**config.mk**
```make
export PLATFORM = sky130hd
export DESIGN_NAME = audio_arbiter
export DESIGN_NICKNAME = d
export VERILOG_FILES = /design/src/rtl/audio_arbiter.sv
export SDC_FILE = /design/constraint.sdc
export NUM_CORES = 1
export LEC_CHECK = 0
export ABC_AREA = 1
export CAP_MARGIN = 20
export CORE_AREA = 2 2 60 45
export CTS_BUF_LIST = sky130_fd_sc_hd__clkbuf_4
export DETAILED_ROUTE_END_ITERATION = 12
export DIE_AREA = 0 0 62 47
export HOLD_SLACK_MARGIN = 0.06
export PLACE_DENSITY = 0.89
export SLEW_MARGIN = 10
export SYNTH_ARGS = -nofsm -noshare
export SYNTH_HDL_FRONTEND = slang
export SYNTH_SLANG_ARGS = --single-unit
```
**constraint.sdc**
```tcl
create_clock -name clk -period 2.4 [get_ports clk]
set_input_delay 0.6 -clock clk [delete_from_list [all_inputs] [get_ports clk]]
set_output_delay 0.6 -clock clk [all_outputs]
set_load 0.02 [all_outputs]
```
**src/rtl/audio_arbiter.sv**
```systemverilog
// Priority arbiter that routes one of N_CH PWM sound players to the amplifier.
// Requests are rising edges on req. Playback may be preempted, and a silent gap follows each sound.
module audio_arbiter #(
    parameter int N_CH    = 3,
    parameter int GAP_CYC = 4,
    parameter int MAX_CYC = 16,
    parameter int PREEMPT = 1
) (
    input  logic                      clk,
    input  logic                      rst,
    input  logic [N_CH-1:0]           req,
    input  logic [N_CH-1:0]           ch_pwm,
    input  logic [N_CH-1:0]           ch_done,
    output logic [N_CH-1:0]           grant,
    output logic [$clog2(N_CH)-1:0]   cur_ch,
    output logic                      busy,
    output logic                      pmod_1,
    output logic                      pmod_2,
    output logic                      pmod_4
);

    localparam int CH_W  = $clog2(N_CH);
    localparam int TMR_W = $clog2((MAX_CYC > GAP_CYC) ? MAX_CYC : GAP_CYC) + 1;

    typedef enum logic [1:0] {IDLE, PLAY, GAP} state_t;

    state_t            state;
    logic [N_CH-1:0]   req_q;
    logic [N_CH-1:0]   edge_p1;
    logic [N_CH-1:0]   pending;
    logic [TMR_W-1:0]  timer;

    logic [CH_W-1:0]   top;
    logic              any_pend;
    logic              preempt_hit;
    logic              done_hit;
    logic              take;
    logic [N_CH-1:0]   clr;

    function automatic logic [CH_W-1:0] hi_idx(input logic [N_CH-1:0] v);
        hi_idx = '0;
        for (int i = 0; i < N_CH; i++)
            if (v[i]) hi_idx = CH_W'(i);
    endfunction

    function automatic logic [N_CH-1:0] onehot(input logic [CH_W-1:0] idx);
        onehot = N_CH'(1) << idx;
    endfunction

    always_comb begin
        top         = hi_idx(pending);
        any_pend    = |pending;
        preempt_hit = (PREEMPT != 0) && any_pend && (top > cur_ch);
        done_hit    = ch_done[cur_ch];
        take        = ((state == IDLE) && any_pend) || ((state == PLAY) && preempt_hit);
        clr         = take ? onehot(top) : '0;
    end

    always_ff @(posedge clk) begin
        if (rst) begin
            state   <= IDLE;
            req_q   <= '0;
            edge_p1 <= '0;
            pending <= '0;
            timer   <= '0;
            grant   <= '0;
            cur_ch  <= '0;
            busy    <= 1'b0;
            pmod_1  <= 1'b0;
            pmod_2  <= 1'b1;
            pmod_4  <= 1'b0;
        end else begin
            // edge detect -> edge_p1 -> pending; a set on the same cycle as a grant keeps the re-trigger
            req_q   <= req;
            edge_p1 <= req & ~req_q;
            pending <= (pending & ~clr) | edge_p1;
            pmod_2  <= 1'b1;
            case (state)
                IDLE: begin
                    pmod_1 <= 1'b0;
                    if (any_pend) begin
                        state  <= PLAY;
                        grant  <= onehot(top);
                        cur_ch <= top;
                        timer  <= '0;
                        busy   <= 1'b1;
                        pmod_4 <= 1'b1;
                        pmod_1 <= ch_pwm[top];
                    end
                end
                PLAY: begin
                    if (preempt_hit) begin
                        grant  <= onehot(top);
                        cur_ch <= top;
                        timer  <= '0;
                        pmod_1 <= ch_pwm[top];
                    end else if (done_hit || (timer == TMR_W'(MAX_CYC - 1))) begin
                        state  <= GAP;
                        grant  <= '0;
                        cur_ch <= '0;
                        timer  <= '0;
                        pmod_1 <= 1'b0;
                    end else begin
                        timer  <= timer + 1'b1;
                        pmod_1 <= ch_pwm[cur_ch];
                    end
                end
                GAP: begin
                    pmod_1 <= 1'b0;
                    if (timer == TMR_W'(GAP_CYC - 1)) begin
                        state  <= IDLE;
                        timer  <= '0;
                        busy   <= 1'b0;
                        pmod_4 <= 1'b0;
                    end else begin
                        timer <= timer + 1'b1;
                    end
                end
                default: begin
                    state  <= IDLE;
                    grant  <= '0;
                    cur_ch <= '0;
                    timer  <= '0;
                    busy   <= 1'b0;
                    pmod_1 <= 1'b0;
                    pmod_4 <= 1'b0;
                end
            endcase
        end
    end

endmodule

```
==> impl_metrics.csv <==
group,metric,value,unit
synth,syn_nets,191,
sta,timing.setup.tns,0,ns
sta,skew,0.003939,ns
floorplan,fp.dieH,47,um
setup_path,ff2ff_setup_slack,0.55,ns
clocking,root_buffer,"clkbuf_4",
cells_and_area,layout_common_cells,"nand2_1 (38), inv_1 (27), dfxtp_1 (23), clkdlybuf4s50_1 (18), nor2_1 (16)",
setup_path,cp_max_fo,6,
clocking,clock_sinks,23,
global_route,grt_max_degree,16,
routing,post_drt_wl_per_cell,9.664,um
worst_hold_path,min_to,"edge_p1[1]",
routing,num_vias,1028,
setup_path,r2r_end,"timer[1]",
routing,drt_pass1_iterations,4,
setup_path,reg2reg_from,"pending[1]",
cells_and_area,nFillCells,222,
setup_path,cp.required,1.80,ns
cells_and_area,drive_gt1_share,12.50,%
setup_path,crit_buf_inv,1,
clocking,cts.htree.levels,1,
sta,rsz0062_at_grt,"no",
setup_path,cp_cell_sequence,"clkdlybuf4s50_1",
sta,fmax,500.6,MHz
floorplan,core-area,2346,sq um
power_and_ir_drop,power_density,835.4,nW/um^2
sta,final.period_utilization,83.23,%
power_and_ir_drop,ir_drop,0.4700,mV
setup_path,critical_path.slowest_cell,"clkdlybuf4s50_1",
clocking,clk_path_buf_depth,2,
sta,hold_viol,0,
cells_and_area,final_area,1474,sq um
synth,ys_seq_area_share,37.25,%
setup_path,startpoint,"cur_ch[0]",
global_route,grt_first_pass_wirelength,3.650,mm
floorplan,dieArea,2914,sq um
global_route,antenna_found_initial,0,
routing,totalWireLength,2.184,mm
worst_hold_path,hold_class,"flip-flop to flip-flop",
setup_path,worstSetupPathType,"flip-flop to output port",
place,place_hpwl,1.714,mm
global_route,grt_pass1_vias,844,
global_route,grt_use_total,17.34,%
sta,setup_viol,0,
routing,initialDrtViolationCount,54,
setup_path,end_kind,"output port",
floorplan,io_pins,20,
clocking,post_cts.repair.setup_buffers,0,
sta,drv_slew,0,
worst_hold_path,min_path_cells,1,
clocking,ctsResizeCount,0,
cells_and_area,areaGrowthSynthToFinish,19.23,%
synth,netlist_instances,173,
setup_path,cp-start-kind,"flip-flop",
clocking,worstSkewPairLatency,0.31,ns
clocking,cts_buffers,3,
clocking,cts_hold_buf,0,
routing,postRouteAntennaNets,0,
routing,viasPerCell,4.549,
sta,finalCriticalPeriod,1.998,ns
place,port_buffers,18,
cells_and_area,final-seq-area,460.4,sq um
synth,yosys.area.top_type,"dfxtp_1",
cells_and_area,final_common_cell,"nand2_1",
setup_path,arrival,1.40,ns
synth,syn_area_per_cell,7.146,sq um
synth,synthTopCellsByArea,"dfxtp_1 (37%), nand2_1 (12%), inv_1 (8.2%)",
clocking,cts_tree,"done",
floorplan,rows,15,
setup_path,cpLargestDelayFamily,"buffers and inverters",
synth,synthDominantCellAreaShare,37.25,%
place,gp_congestion,0.8282,
place,placed_cell_area,1444,sq um
floorplan,die_x,62,um
synth,syn-cell-area,1236,sq um
cells_and_area,n_antenna_cell,0,
synth,ys_ff_latch,23,
clocking,path_clk_slew,0.13,ns
worst_hold_path,hold_start,"req_q[1]",
run_status,status,"complete, no violations",
routing,drc,0,
synth,synth.distinct_cells,26,
power_and_ir_drop,p_leak,0.6505,nW
setup_path,worstRegToRegCells,12,
global_route,grt.overflow.total,0,
cells_and_area,final_nets,211,
setup_path,slowest_delay,0.64,ns
synth,yosysWarningCount,0,
run,drv_cap,0,
floorplan,start_util,52.69,%
cells_and_area,multi_input_area,634.4,sq um
-- power breakdown --
| group | leakage, nW | switching, W | internal, W | total (W) |
|---|---|---|---|---|
| clock network | 0.0139 | 0.000121 | 0.0000636 | 0.000184 |
| registers | 0.189 | 0.0000326 | 0.000434 | 0.000466 |
| logic | 0.448 | 0.000363 | 0.000218 | 0.000581 |
-- Yosys cell counts --
cell type,n
o21a_1,1
a21oi_1,14
xor2_1,2
nand2_1,38
and3_1,1
nor2_1,16
nor2_2,3
clkbuf_1,2
dfxtp_1,23
o22ai_1,1
nand2_2,2
ha_1,7
nand4_1,2
inv_4,1
conb_1,1
o21ai_0,3
inv_2,3
buf_4,2
nor2_4,2
or2_2,1
nor3_1,3
nand3_1,11
nand2_4,5
inv_1,27
o21ai_2,1
nand3_2,1
-- cells by family after synthesis --
logic type	synth area share [%]
other	0.3034
xor gates and xnor gates	1.417
adders and majority gates	7.085
AOI/OAI and AO/OA	8.705
buffers and inverters	11.44
DFF	37.25
and+or+nand+nor	33.81
-- through the flow --
| stage | cells | worst slack (ns) | power [W] | utilization, % | hold slack [ns] |
|---|---|---|---|---|---|
| global placement | 222 | 0.5918 | 0.001046 | 61.55 | 0.3761 |
| global route | 226 | 0.2502 | 0.001337 | 62.83 | 0.4264 |
| finish | 226 | 0.4024 | 0.001231 | 62.83 | 0.3977 |
| CTS | 226 | 0.3895 | 0.001245 | 62.83 | 0.4012 |
| detailed placement | 222 | 0.5402 | 0.001056 | 61.55 | 0.3823 |
| floorplan | 173 | 0.7827 | 0.0009127 | - | 0.3744 |
-- registers in the layout, indices dropped and copies added (netlist names) --
register and count:
timer 5, edge_p1 3, grant 3, pending 3, req_q 3, cur_ch 2, state 2, pmod_1 1
pmod_4 1
-- how the worst max path moves through the flow --
stage / endpoint / slack [ns] / depth (start not counted)
after floorplan: timer[0] / 0.78 / 9
after global placement: timer[0] / 0.59 / 8
after detailed placement: timer[1] / 0.54 / 8
after CTS: cur_ch[0] / 0.39 / 1
after global routing: cur_ch[0] / 0.25 / 11
final: cur_ch[0] / 0.40 / 1
-- per-layer routing --
metal | share of wire (%) | global-route usage, %
met1 | 54 | 25.00
met2 | 40 | 25.62
met3 | 5.1 | 5.234
met4 | 0.60 | 3.830
met5 | 0 | 0
-- cell type report --
class	count	area share, %
multi-input cells	115	43.04
flip-flops and latches	23	31.24
repair buffers	19	12.73
inverters	31	8.065
well taps	34	2.886
clock buffers	3	1.528
clock inverters	1	0.5093
No activity file was read; power rests on OpenSTA's default activity.
